File: config.mk
export PLATFORM = sky130hd
export DESIGN_NAME = ps2_scan_fifo
export DESIGN_NICKNAME = d
export VERILOG_FILES = /design/src/rtl/ps2_pkg.sv /design/src/rtl/sync_fifo.sv /design/src/rtl/ps2_scan_fifo.sv
export SDC_FILE = /design/constraint.sdc
export NUM_CORES = 1
export LEC_CHECK = 0
export CELL_PAD_IN_SITES_DETAIL_PLACEMENT = 1
export CELL_PAD_IN_SITES_GLOBAL_PLACEMENT = 1
export CORE_MARGIN = 2
export CORE_UTILIZATION = 43
export DETAILED_ROUTE_END_ITERATION = 16
export PLACE_DENSITY = 0.76
export SYNTH_ARGS = -nofsm -noshare
export SYNTH_HDL_FRONTEND = slang
export SYNTH_SLANG_ARGS = --single-unit
File: constraint.sdc
create_clock -name CLK -period 2.35 [get_ports CLK]
set_clock_uncertainty 0.05 [all_clocks]
set_input_delay 0.5875 -clock CLK [delete_from_list [all_inputs] [get_ports CLK]]
set_output_delay 0.5875 -clock CLK [all_outputs]
set_load 0.02 [all_outputs]
File: src/rtl/ps2_pkg.sv
// Shared types and constants for the PS/2 scan-code receiver.
package ps2_pkg;

    localparam logic [7:0] PS2_PREFIX_EXT = 8'hE0;
    localparam logic [7:0] PS2_PREFIX_BRK = 8'hF0;

    typedef enum logic [1:0] {IDLE, DATA, PARITY, STOP} ps2_state_e;

    typedef struct packed {
        logic [7:0] code;
        logic       brk;
        logic       ext;
    } ps2_event_t;

endpackage

File: src/rtl/sync_fifo.sv
// Synchronous first-word fall-through FIFO; head word read straight from storage.
module sync_fifo #(
    parameter int unsigned WIDTH = 10,
    parameter int unsigned DEPTH = 8
) (
    input  logic                   clk_i,
    input  logic                   rst_i,
    input  logic                   push_i,
    input  logic [WIDTH-1:0]       wdata_i,
    input  logic                   pop_i,
    output logic [WIDTH-1:0]       rdata_o,
    output logic                   full_o,
    output logic                   empty_o,
    output logic [$clog2(DEPTH):0] level_o
);
    localparam int unsigned AW = $clog2(DEPTH);

    logic [WIDTH-1:0] mem_q [DEPTH];
    logic [AW-1:0]    wr_ptr_q, rd_ptr_q;
    logic [AW:0]      level_q;
    logic             do_push, do_pop;

    assign full_o  = (level_q == (AW+1)'(DEPTH));
    assign empty_o = (level_q == '0);
    assign do_pop  = pop_i & ~empty_o;
    // A full FIFO still accepts a push when the head leaves in the same cycle.
    assign do_push = push_i & (~full_o | do_pop);
    assign rdata_o = mem_q[rd_ptr_q];
    assign level_o = level_q;

    always_ff @(posedge clk_i) begin
        if (rst_i) begin
            mem_q    <= '{default: '0};
            wr_ptr_q <= '0;
            rd_ptr_q <= '0;
            level_q  <= '0;
        end else begin
            if (do_push) begin
                mem_q[wr_ptr_q] <= wdata_i;
                wr_ptr_q        <= wr_ptr_q + AW'(1);
            end
            if (do_pop) begin
                rd_ptr_q <= rd_ptr_q + AW'(1);
            end
            level_q <= level_q + (AW+1)'(do_push) - (AW+1)'(do_pop);
        end
    end

endmodule

File: src/rtl/ps2_scan_fifo.sv
// PS/2 device-to-host receiver: sync/filter, frame check, E0/F0 folding, event FIFO.
module ps2_scan_fifo
    import ps2_pkg::*;
#(
    parameter int unsigned SYNC_STAGES = 2,
    parameter int unsigned FILTER_LEN  = 4,
    parameter int unsigned TIMEOUT_CYC = 20000,
    parameter int unsigned FIFO_DEPTH  = 8
) (
    input  logic                        CLK,
    input  logic                        RST,
    input  logic                        SCLK,
    input  logic                        SDATA,
    output logic                        EV_VALID,
    input  logic                        EV_READY,
    output logic [7:0]                  EV_CODE,
    output logic                        EV_BREAK,
    output logic                        EV_EXT,
    output logic [$clog2(FIFO_DEPTH):0] FIFO_LEVEL,
    output logic                        PAR_ERR,
    output logic                        FRM_ERR,
    output logic                        OVF,
    output logic [7:0]                  ERR_CNT
);
    localparam int unsigned   FL_W   = $clog2(FILTER_LEN + 1);
    localparam logic [FL_W-1:0] FL_MAX = FL_W'(FILTER_LEN - 1);
    localparam int unsigned   TO_W   = $clog2(TIMEOUT_CYC + 1);
    localparam logic [TO_W-1:0] TO_MAX = TO_W'(TIMEOUT_CYC - 1);

    logic [SYNC_STAGES-1:0] sclk_sync_q, sdata_sync_q;
    logic [FL_W-1:0]        sclk_cnt_q, sdata_cnt_q;
    logic                   sclk_flt_q, sdata_flt_q, sclk_prev_q;
    logic                   fall;

    ps2_state_e  state_q;
    logic [2:0]  bitcnt_q;
    logic [7:0]  shift_q;
    logic        par_q;
    logic [TO_W-1:0] to_cnt_q;
    logic        ext_q, brk_q, push_q, par_err_q, frm_err_q, ovf_q;
    ps2_event_t  ev_q, head_ev;
    logic [7:0]  err_cnt_q;
    logic [8:0]  err_sum;
    logic        fifo_full, fifo_empty;

    // Filtered lines flip only after FILTER_LEN consecutive disagreeing samples.
    always_ff @(posedge CLK) begin
        if (RST) begin
            sclk_sync_q  <= '1;
            sdata_sync_q <= '1;
            sclk_cnt_q   <= '0;
            sdata_cnt_q  <= '0;
            sclk_flt_q   <= 1'b1;
            sdata_flt_q  <= 1'b1;
            sclk_prev_q  <= 1'b1;
        end else begin
            sclk_sync_q  <= {sclk_sync_q[SYNC_STAGES-2:0], SCLK};
            sdata_sync_q <= {sdata_sync_q[SYNC_STAGES-2:0], SDATA};
            sclk_prev_q  <= sclk_flt_q;
            if (sclk_sync_q[SYNC_STAGES-1] == sclk_flt_q) begin
                sclk_cnt_q <= '0;
            end else if (sclk_cnt_q == FL_MAX) begin
                sclk_flt_q <= ~sclk_flt_q;
                sclk_cnt_q <= '0;
            end else begin
                sclk_cnt_q <= sclk_cnt_q + FL_W'(1);
            end
            if (sdata_sync_q[SYNC_STAGES-1] == sdata_flt_q) begin
                sdata_cnt_q <= '0;
            end else if (sdata_cnt_q == FL_MAX) begin
                sdata_flt_q <= ~sdata_flt_q;
                sdata_cnt_q <= '0;
            end else begin
                sdata_cnt_q <= sdata_cnt_q + FL_W'(1);
            end
        end
    end

    assign fall = sclk_prev_q & ~sclk_flt_q;

    always_ff @(posedge CLK) begin
        if (RST) begin
            state_q   <= IDLE;
            bitcnt_q  <= '0;
            shift_q   <= '0;
            par_q     <= 1'b0;
            to_cnt_q  <= '0;
            ext_q     <= 1'b0;
            brk_q     <= 1'b0;
            push_q    <= 1'b0;
            ev_q      <= '0;
            par_err_q <= 1'b0;
            frm_err_q <= 1'b0;
        end else begin
            push_q    <= 1'b0;
            par_err_q <= 1'b0;
            frm_err_q <= 1'b0;
            if (fall) begin
                to_cnt_q <= '0;
            end else if (state_q != IDLE) begin
                to_cnt_q <= to_cnt_q + TO_W'(1);
            end
            unique case (state_q)
                IDLE: begin
                    if (fall && !sdata_flt_q) begin
                        state_q  <= DATA;
                        bitcnt_q <= '0;
                    end
                end
                DATA: begin
                    if (fall) begin
                        shift_q  <= {sdata_flt_q, shift_q[7:1]};
                        bitcnt_q <= bitcnt_q + 3'd1;
                        if (bitcnt_q == 3'd7) state_q <= PARITY;
                    end
                end
                PARITY: begin
                    if (fall) begin
                        par_q   <= sdata_flt_q;
                        state_q <= STOP;
                    end
                end
                STOP: begin
                    if (fall) begin
                        state_q <= IDLE;
                        if (!sdata_flt_q) begin
                            frm_err_q <= 1'b1;
                            ext_q     <= 1'b0;
                            brk_q     <= 1'b0;
                        end else if (!(^{shift_q, par_q})) begin
                            par_err_q <= 1'b1;
                            ext_q     <= 1'b0;
                            brk_q     <= 1'b0;
                        end else if (shift_q == PS2_PREFIX_EXT) begin
                            ext_q <= 1'b1;
                        end else if (shift_q == PS2_PREFIX_BRK) begin
                            brk_q <= 1'b1;
                        end else begin
                            push_q <= 1'b1;
                            ev_q   <= '{code: shift_q, brk: brk_q, ext: ext_q};
                            ext_q  <= 1'b0;
                            brk_q  <= 1'b0;
                        end
                    end
                end
                default: state_q <= IDLE;
            endcase
            // Timeout overrides any in-frame progress: no edge arrived this cycle anyway.
            if (state_q != IDLE && !fall && to_cnt_q == TO_MAX) begin
                state_q   <= IDLE;
                to_cnt_q  <= '0;
                frm_err_q <= 1'b1;
                ext_q     <= 1'b0;
                brk_q     <= 1'b0;
            end
        end
    end

    sync_fifo #(
        .WIDTH($bits(ps2_event_t)),
        .DEPTH(FIFO_DEPTH)
    ) u_fifo (
        .clk_i   (CLK),
        .rst_i   (RST),
        .push_i  (push_q),
        .wdata_i (ev_q),
        .pop_i   (EV_READY),
        .rdata_o (head_ev),
        .full_o  (fifo_full),
        .empty_o (fifo_empty),
        .level_o (FIFO_LEVEL)
    );

    assign err_sum = {1'b0, err_cnt_q} + {8'd0, par_err_q} + {8'd0, frm_err_q} + {8'd0, ovf_q};

    always_ff @(posedge CLK) begin
        if (RST) begin
            ovf_q     <= 1'b0;
            err_cnt_q <= '0;
        end else begin
            ovf_q     <= push_q & fifo_full & ~EV_READY;
            err_cnt_q <= err_sum[8] ? 8'hFF : err_sum[7:0];
        end
    end

    assign EV_VALID = ~fifo_empty;
    assign EV_CODE  = head_ev.code;
    assign EV_BREAK = head_ev.brk;
    assign EV_EXT   = head_ev.ext;
    assign PAR_ERR  = par_err_q;
    assign FRM_ERR  = frm_err_q;
    assign OVF      = ovf_q;
    assign ERR_CNT  = err_cnt_q;

endmodule

==> results.txt, run 1 <==
- STA classifies the critical path endpoint as an output port.
* Hold-fix buffer count after cts: 0
* Register bit total from synthesis: between 150 and 200
* Vertical die dimension: ~130 um
* RSZ-0062 raised after global routing: true
* CP Data Arrival Time: about 2.0 ns
- The worst setup path is launched from a flop.
- Sinks on the clock net: 156
- For this run, the top clock speed supported by timing is just under 400 MHz.
* Final-report hold violation count: 0
* Number of iterations in the first detailed-routing pass: 4
- The total overflow left after global routing is 0.
- DRC violations left: 0
- Final Slew Violations: 0
- The repair_antennas step left the layout with diodes totalling 0.
- Primary FF master, synth: sky130_fd_sc_hd__dfxtp_1
- In this run, synthesis inferred 0 flip-flops with an integrated enable.
* Slew of the pin with the lowest slew margin: 0.528 ns
* Total Power: approximately 0.0067 W
- Status: finished, violations left
- In the detailed route, the total length drawn on met3 is around 400 um.
* Horizontal die dimension: between 100 and 150 um
- Of all nets on the critical path, the largest fanout is 5.
* Top Metal Used: met4
- Across every metal layer, demand over resource in global routing totals 0.219.
* Bufs on Longest Clock Path: 2
- Failing checks: setup timing
* Number of distinct library cells after synthesis: between 40 and 50
- Synthesis-to-layout area growth: 23.0%
- Final Routed Wirelength: between 15000 and 20000 um
- Async set or reset register ratio after synthesis: 0
- Clock tree from TritonCTS: yes
* Number of synthesis warnings: 0
- Final HPWL DP: approximately 11000 um
* Insertion delay to the later sink of the worst-skew pair: ~0.43 ns
- After layout, the minimum clock period comes to around 2.6 ns.
- The H-tree generated during clock tree synthesis spans 4 levels.
* Number of global-route vias before repair: 5419
- The worst pin sits at a relative slew slack of 0.648.
- Setup violations remaining at the end of the flow were counted as 10.
- Routability-driven placement finished with a final weighted congestion of between 0.7 and 0.8.
- Leakage: approximately 3.8 nW
- Total power density per cell area: roughly 790 nW/um^2
- Number of I/O pins: 31
- Path type of the worst setup path: flop to output port
* First-pass GRT wire length: roughly 29000 um
* Layout Utilization: 0.538
- Prior to clock tree synthesis, the placed netlist has a worst setup slack of -0.345 ns.
- Of the cells placed in the final design, the portion with a size suffix greater than 1 is 0.195.
* HP Class: flop to flop
- Input/output buffers: 30
* WP data required: approximately 1.7 ns
* Max-cap viol count: 0
- After routing, the total negative slack on setup checks comes to -2.13 ns.
* Number of clock buffers inserted by TritonCTS: 17
* Die Footprint: about 17000 sq um
- The number of nets in the synthesized netlist is around 700.
- Of the available clock period, the critical path in the final layout requires 1.10.
- Dividing the detail-routed wire length by the instance count gives 18.6 um.
- Clock root buffer: sky130_fd_sc_hd__clkbuf_16
* Clock input transition at the sequential cells of the worst setup and hold paths: 0.06 ns
- The worst-case IR drop observed on VDD is 600 uV.
- Slack of the critical path: -0.244 ns
- Summing over every cut layer, the via total after detailed routing is around 5000.
- Post-route met1 wirelength: between 7000 and 8000 um
- Entering global routing, the biggest net connects just under 70 pins.
* Sequential fraction of the synthesis area: 0.453
- The total area inside the core boundary comes to between 15000 and 20000 sq um.
- The detailed router finished its first iteration with between 100 and 150 violations.
* Syn_area_per_cell: about 10 sq um
* Post-route ant nets: 0
- # nets final: 753
* Sum of met2 wire segment lengths after detailed routing: 9530 um
* Cells after Synth: slightly below 700
* Cell Rows: 46
- The cell area that synthesis handed to floorplanning was 6900 sq um.
- Number of antenna violations at the first check in global routing: 0
- The initial utilization of the core area, before any placement, comes to 0.437.
* DR vias/cell: around 5.3
==> registers in the layout, summed over array words and instances (netlist names) <==
signal           flops
ERR_CNT              8
ev_q                10
push_q               1
sclk_flt_q           1
sdata_flt_q          1
sclk_sync_q          2
to_cnt_q            15
u_fifo.rd_ptr_q      3
u_fifo.wr_ptr_q      3
brk_q                1
ext_q                1
FRM_ERR              1
sdata_sync_q         2
sclk_cnt_q           3
bitcnt_q             3
u_fifo.level_o       4
state_q              2
sdata_cnt_q          3
PAR_ERR              1
OVF                  1
shift_q              8
sclk_prev_q          1
par_q                1
u_fifo.mem_q        80
==> repair_timing <==
action / 4_1_cts / 5_1_grt
setup buffers: 5 / 5
endpoints found under the setup margin: 22 / 28
cloned: 3 / 1
pin swaps: 2 / 2
endpoints found under the hold margin: 0 / 0
gates resized for setup: 77 / 21
==> layer usage <==
metal,global-route usage,vias up
met5,0,-
met4,0.0720,0
met3,0.0403,18
met2,0.406,66
met1,0.255,2529
li1,-,2398
==> cell usage after synthesis, types with 2 or more instances <==
cell | number | area, sq um
sky130_fd_sc_hd__clkbuf_1 | 24 | 90.1
sky130_fd_sc_hd__nor3_1 | 5 | 25.0
sky130_fd_sc_hd__a21oi_1 | 25 | 125
sky130_fd_sc_hd__or2_2 | 5 | 31.3
sky130_fd_sc_hd__clkbuf_8 | 2 | 27.5
sky130_fd_sc_hd__or4b_2 | 2 | 20.0
sky130_fd_sc_hd__xor2_1 | 14 | 123
sky130_fd_sc_hd__mux2_2 | 10 | 113
sky130_fd_sc_hd__nand2_1 | 29 | 109
sky130_fd_sc_hd__mux4_2 | 20 | 450
sky130_fd_sc_hd__xnor2_1 | 16 | 140
sky130_fd_sc_hd__and3_1 | 5 | 31.3
sky130_fd_sc_hd__nand4_1 | 4 | 25.0
sky130_fd_sc_hd__or3_1 | 2 | 12.5
sky130_fd_sc_hd__o2111ai_1 | 2 | 17.5
sky130_fd_sc_hd__ha_1 | 21 | 263
sky130_fd_sc_hd__inv_1 | 20 | 75.1
sky130_fd_sc_hd__nand3_1 | 23 | 115
sky130_fd_sc_hd__nor2_1 | 129 | 484
sky130_fd_sc_hd__nor4b_1 | 3 | 26.3
sky130_fd_sc_hd__mux2i_1 | 96 | 961
sky130_fd_sc_hd__o21ai_0 | 6 | 30.0
sky130_fd_sc_hd__buf_4 | 9 | 67.6
sky130_fd_sc_hd__nor2b_1 | 7 | 43.8
sky130_fd_sc_hd__fa_1 | 3 | 60.1
sky130_fd_sc_hd__nand4b_1 | 6 | 52.6
sky130_fd_sc_hd__buf_2 | 11 | 55.1
sky130_fd_sc_hd__dfxtp_1 | 156 | 3120
==> critical path, cell delays in order, from the launching register on <==
cell and delay (ns):
sky130_fd_sc_hd__dfxtp_4 0.43, sky130_fd_sc_hd__buf_12 0.15, sky130_fd_sc_hd__mux4_2 0.50, sky130_fd_sc_hd__mux2_4 0.32, sky130_fd_sc_hd__buf_6 0.14
==> through the flow <==
stage,cells,hold WS [ns],area (sq um)
final,949,0.361,8490
after global routing,949,0.382,8490
after CTS,943,0.363,8360
after detailed placement,907,0.348,7610
after global placement,907,0.351,7610
after floorplan,674,0.339,6910
==> path summary, 6_finish.rpt <==
check                           slack (ns)  depth (start not counted)          endpoint                from
worst min register to register        0.36                          1    sclk_sync_q[1]      sclk_sync_q[0]
worst min-delay path                  0.36                          1    sclk_sync_q[1]      sclk_sync_q[0]
worst max-delay path                 -0.24                          4            EV_EXT  u_fifo.rd_ptr_q[0]
worst max register to register        0.04                         12  u_fifo.mem_q[29]   u_fifo.level_o[2]
==> kinds of logic after synthesis <==
group,after synthesis,share of synthesized area
AND/OR/NAND/NOR,229,0.152
flip-flops,156,0.453
multiplexers,127,0.223
buffers and inverters,68,0.0479
AO/OA/AOI/OAI,37,0.0296
XOR/XNOR,33,0.0484
adder cells (fa/ha/maj),24,0.0468
==> power by group <==
part | internal (W) | switching (W) | total [W]
logic | 0.000658 | 0.000544 | 0.00120
clock network | 0.00166 | 0.00104 | 0.00271
registers | 0.00271 | 0.0000785 | 0.00278
==> placed cells by master, fill, tap and decap left out, types with 16 or more instances in the layout <==
cell type,instances
sky130_fd_sc_hd__nor2_1,129
sky130_fd_sc_hd__clkdlybuf4s50_1,18
sky130_fd_sc_hd__nand3_1,22
sky130_fd_sc_hd__clkbuf_16,19
sky130_fd_sc_hd__xnor2_1,16
sky130_fd_sc_hd__mux2i_1,94
sky130_fd_sc_hd__ha_1,19
sky130_fd_sc_hd__inv_1,19
sky130_fd_sc_hd__mux4_2,20
sky130_fd_sc_hd__a21oi_1,25
sky130_fd_sc_hd__dfxtp_1,152
sky130_fd_sc_hd__nand2_1,28
sky130_fd_sc_hd__buf_4,30
==> layout make-up <==
cell class                      instances  area, sq um
Fill cell                            1714         7280
Multi-Input combinational cell        450         3530
Sequential cell                       156         3130
Timing Repair Buffer                   78          906
Clock buffer                           19          443
Tap cell                              216          270
Clock inverter                          9          124
Inverter                               21         78.8
Power figures use the tool's default switching activity.
==> run 2: changes to the inputs <==
--- a/config.mk
+++ b/config.mk
@@ -10,7 +10,7 @@
 export CORE_MARGIN = 2
 export CORE_UTILIZATION = 43
 export DETAILED_ROUTE_END_ITERATION = 16
-export PLACE_DENSITY = 0.76
+export PLACE_DENSITY_LB_ADDON = 0.25
 export SYNTH_ARGS = -nofsm -noshare
 export SYNTH_HDL_FRONTEND = slang
 export SYNTH_SLANG_ARGS = --single-unit
==> run 2 against run 1 <==
The run still ends with setup timing left; non-clock buffer count stayed put; register-to-register slack better by 0.02 ns; via count down 0.42%; clock-buffer cell count down 1; critical path depth stayed put; setup slack better by 0.0088 ns; sequential power about the same; global-route usage decreased by 0.99 points; die area unchanged; routed wire length is 5.2% lower.
==> results.txt, run 2 (same netlist as run 1, synthesis figures left out) <==
- The clock slew seen by the registers of the worst setup and hold paths came to 0.06 ns (about the same).
- CP Data Arrival Time: 1.95 ns (was 1.96 ns)
* Worst VDD drop: 530 uV (was 600 uV)
* Number of I/O pins: 31 (unchanged)
- HP Class: flop to flop (unchanged)
- The standby leakage power came to 3.78 nW (was 3.81 nW).
- The cell count of the worst hold path came to 1 (unchanged).
- The fraction of power consumed by combinational cells is 0.174 (was 0.180).
- Crit-path leading delay family: multiplexers (unchanged)
- DR vias/cell: 5.24 (was 5.28)
- The total clock buffers created by CTS came to 17 (unchanged).
- Synthesis-to-layout area growth: 23.3% (was 23.0%)
- FF-to-FF path depth: 11 (was 12)
- The routability-driven placement congestion ratio is 0.728 (was 0.756).
* Overall Global Routing Usage: 0.209 (was 0.219)
- Routed length per placed instance: 17.6 um (was 18.6 um)
- The worst reg2reg path endpoint is u_fifo.mem_q[10] (was u_fifo.mem_q[29]).
* Core region area: 15800 sq um (unchanged)
- The clock sink count is 156 (unchanged).
* Input/output buffers: 30 (unchanged)
- Total placed cells including tap cells: 903 (was 907)
* Insertion delay to the later sink of the worst-skew pair: 0.42 ns (was 0.43 ns)
- Number of iterations in the first detailed-routing pass: 4 (unchanged)
* Hold-fix buffer count after cts: 0 (unchanged)
- The number of max-cap violations is 0 (unchanged).
- Filler-free cell count of the finished design: 953 (was 949)
* Final worst hold slack: 0.361 ns (about the same)
* Leading cell types in the layout, fill and taps excluded: sky130_fd_sc_hd__dfxtp_1, sky130_fd_sc_hd__nor2_1, sky130_fd_sc_hd__mux2i_1 (unchanged)
- The post-layout instance area is 8500 sq um (was 8490 sq um).
- The leading cell type in the layout, fill and taps excluded was sky130_fd_sc_hd__dfxtp_1 (unchanged).
- Overflow left after global routing: 0 (unchanged)
- The biggest fanout along the worst timing path was 8 (was 5).
- The reg-to-reg setup timing slack was 0.06 ns (was 0.04 ns).
* Share of the clock period used by the worst path after layout: 1.10 (about the same)
* Registers with the highest flip-flop counts: u_fifo.mem_q: 80 flops, to_cnt_q: 15 flops, ev_q: 10 flops (unchanged)
- Number of vias after detailed routing: 4990 (was 5011)
* Failing checks: setup timing (unchanged)
* Internal power: 0.00478 W (was 0.00503 W)
* Initial core utilization: 0.437 (unchanged)
- Cells traversed along the worst timing path: buf_12, mux4_2, mux2_4, buf_6 (unchanged)
- The highest attainable clock frequency is 387 MHz (was 386 MHz).
* Number of antenna violations at the first check in global routing: 0 (unchanged)
- The clock period minus final worst setup slack came to 2.59 ns (about the same).
- Total power density per cell area: 760 nW/um^2 (was 789 nW/um^2)
* Number of flip-flops under the largest register name: 80 (unchanged)
* Final Slew Violations: 0 (unchanged)
- The horizontal die dimension came to 131 um (unchanged).
- The maximum buffer depth of the clock tree is 2 (unchanged).
- WP data required: 1.71 ns (about the same)
- The switching power share of the total came to 0.260 (was 0.249).
* Cell with the largest stage delay on the worst path: sky130_fd_sc_hd__mux4_2 (unchanged)
* Setup violators final: 10 (unchanged)
* Critical path buffer and inverter count: 2 (unchanged)
- The transition time at the pin with the least slew margin was 0.545 ns (was 0.528 ns).
- The final-report hold violation count was 0 (unchanged).
- Slack of the critical path: -0.235 ns (was -0.244 ns)
- Post-placement cell area: 7580 sq um (was 7610 sq um)
- Status: finished, violations left (unchanged).
* Iteration-0 DRC Markers: 185 (was 130)
* Diode insertion count for antenna repair: 0 (unchanged)
* Final Routed Wirelength: 16800 um (was 17700 um)
- Worst flop-to-flop path startpoint: u_fifo.level_o[2] (unchanged)
* CTS H-Tree Depth: 4 (unchanged)
- # nets final: 753 (unchanged)
- CP Capture Type: output port (unchanged)
- The share of post-route cells with drive strength above 1 was 0.206 (was 0.195).
* Clock tree from TritonCTS: yes (unchanged)
- The floorplan row count came to 46 (unchanged).
- The residual DRC count was 0 (unchanged).
- The proportion of power drawn by flip-flops and latches was 0.429 (was 0.416).
- Maximum number of pins on one net before global-route repair: 54 (was 68)
- The count of fill cells added during filler insertion is 1709 (was 1714).
- The clock tree root driver cell is sky130_fd_sc_hd__clkbuf_16 (unchanged).
- Total Power: 0.00647 W (was 0.00669 W)
- The summed negative setup slack over all endpoints is -2.06 ns (was -2.13 ns).
* Final HPWL DP: 11100 um (was 11400 um)
- The endpoint of the worst hold-timing path was sdata_sync_q[1] (was sclk_sync_q[1]).
* Register with the highest flop count: u_fifo.mem_q (unchanged)
- Clock power share: 0.398 (was 0.404)
- The count of nets left with antenna violations after detail routing came to 0 (unchanged).
* Worst Min Path Start: sdata_sync_q[0] (was sclk_sync_q[0])
- Number of global-route vias before repair: 5398 (was 5419)
* Path type of the worst setup path: flop to output port (unchanged)
- The wire length of the first global-routing pass was 27200 um (was 28500 um).
- CP startpoint kind: flop (unchanged)
* Tightest slew margin relative to the limit: 0.637 (was 0.648)
* Total net switching power: 0.00168 W (was 0.00166 W)
- RSZ-0062 raised after global routing: true (unchanged)
* Slowest stage delay, CP: 0.52 ns (was 0.50 ns)
- Die Footprint: 17100 sq um (unchanged)
* Vertical die dimension: 131 um (unchanged)
## run 2: cell count changes in the layout (fill, tap and decap cells not counted), sizes merged
cell,delta
clkbuf,-1
dlygate4sd2,-1
inv,+1
bufinv,-2
clkinv,+1
clkinvlp,+5
clkdlybuf4s15,+1
## run 2: metal layers
metal | track usage | wire (um)
met3 | 0.0485 | 525
met1 | 0.237 | 6910
met2 | 0.381 | 8940
met5 | 0 | 0
met4 | 0.0826 | 379
## run 2: worst max-delay path by stage
stage | to | startpoint | depth (start not counted) | slack [ns]
final | EV_CODE[0] | u_fifo.rd_ptr_q[0] | 4 | -0.24
after global routing | EV_CODE[3] | u_fifo.rd_ptr_q[0] | 4 | -0.29
after CTS | EV_CODE[0] | u_fifo.rd_ptr_q[1] | 4 | -0.27
after detailed placement | u_fifo.mem_q[35] | EV_READY | 7 | -0.29
after global placement | u_fifo.mem_q[39] | EV_READY | 7 | -0.24
after floorplan | EV_BREAK | u_fifo.rd_ptr_q[1] | 4 | 0.02
## run 2: stage by stage
step | worst slack, ns | util
floorplan | 0.0207 | -
global placement | -0.241 | 0.481
detailed placement | -0.292 | 0.481
CTS | -0.271 | 0.529
global route | -0.293 | 0.539
finish | -0.235 | 0.539
## run 2: repair_timing
| item | CTS | global route |
|---|---|---|
| resized for setup | 77 | 27 |
| setup endpoints to repair | 46 | 57 |
| pin swaps | 1 | 3 |
| buffers inserted | 7 | 7 |
| cloned | 3 | 1 |
## run 2: power by group through the flow
stage | registers (W) | clock network [W] | logic [W]
after global placement | 0.00278 | 0 | 0.000912
final | 0.00277 | 0.00257 | 0.00112
after CTS | 0.00277 | 0.00263 | 0.00109
after floorplan | 0.00283 | 0 | 0.000513
after global routing | 0.00278 | 0.00274 | 0.00121
after detailed placement | 0.00279 | 0 | 0.000947
## run 2: area by class of cell
| cell class | instances | area (sq um) | share of cell area |
|---|---|---|---|
| clock buffers | 18 | 439 | 0.0516 |
| repair buffers | 78 | 900 | 0.106 |
| flip-flops and latches | 156 | 3130 | 0.368 |
| well taps | 216 | 270 | 0.0318 |
| multi-input cells | 450 | 3560 | 0.418 |
| inverters | 21 | 83.8 | 0.00986 |
| clock inverters | 14 | 123 | 0.0144 |
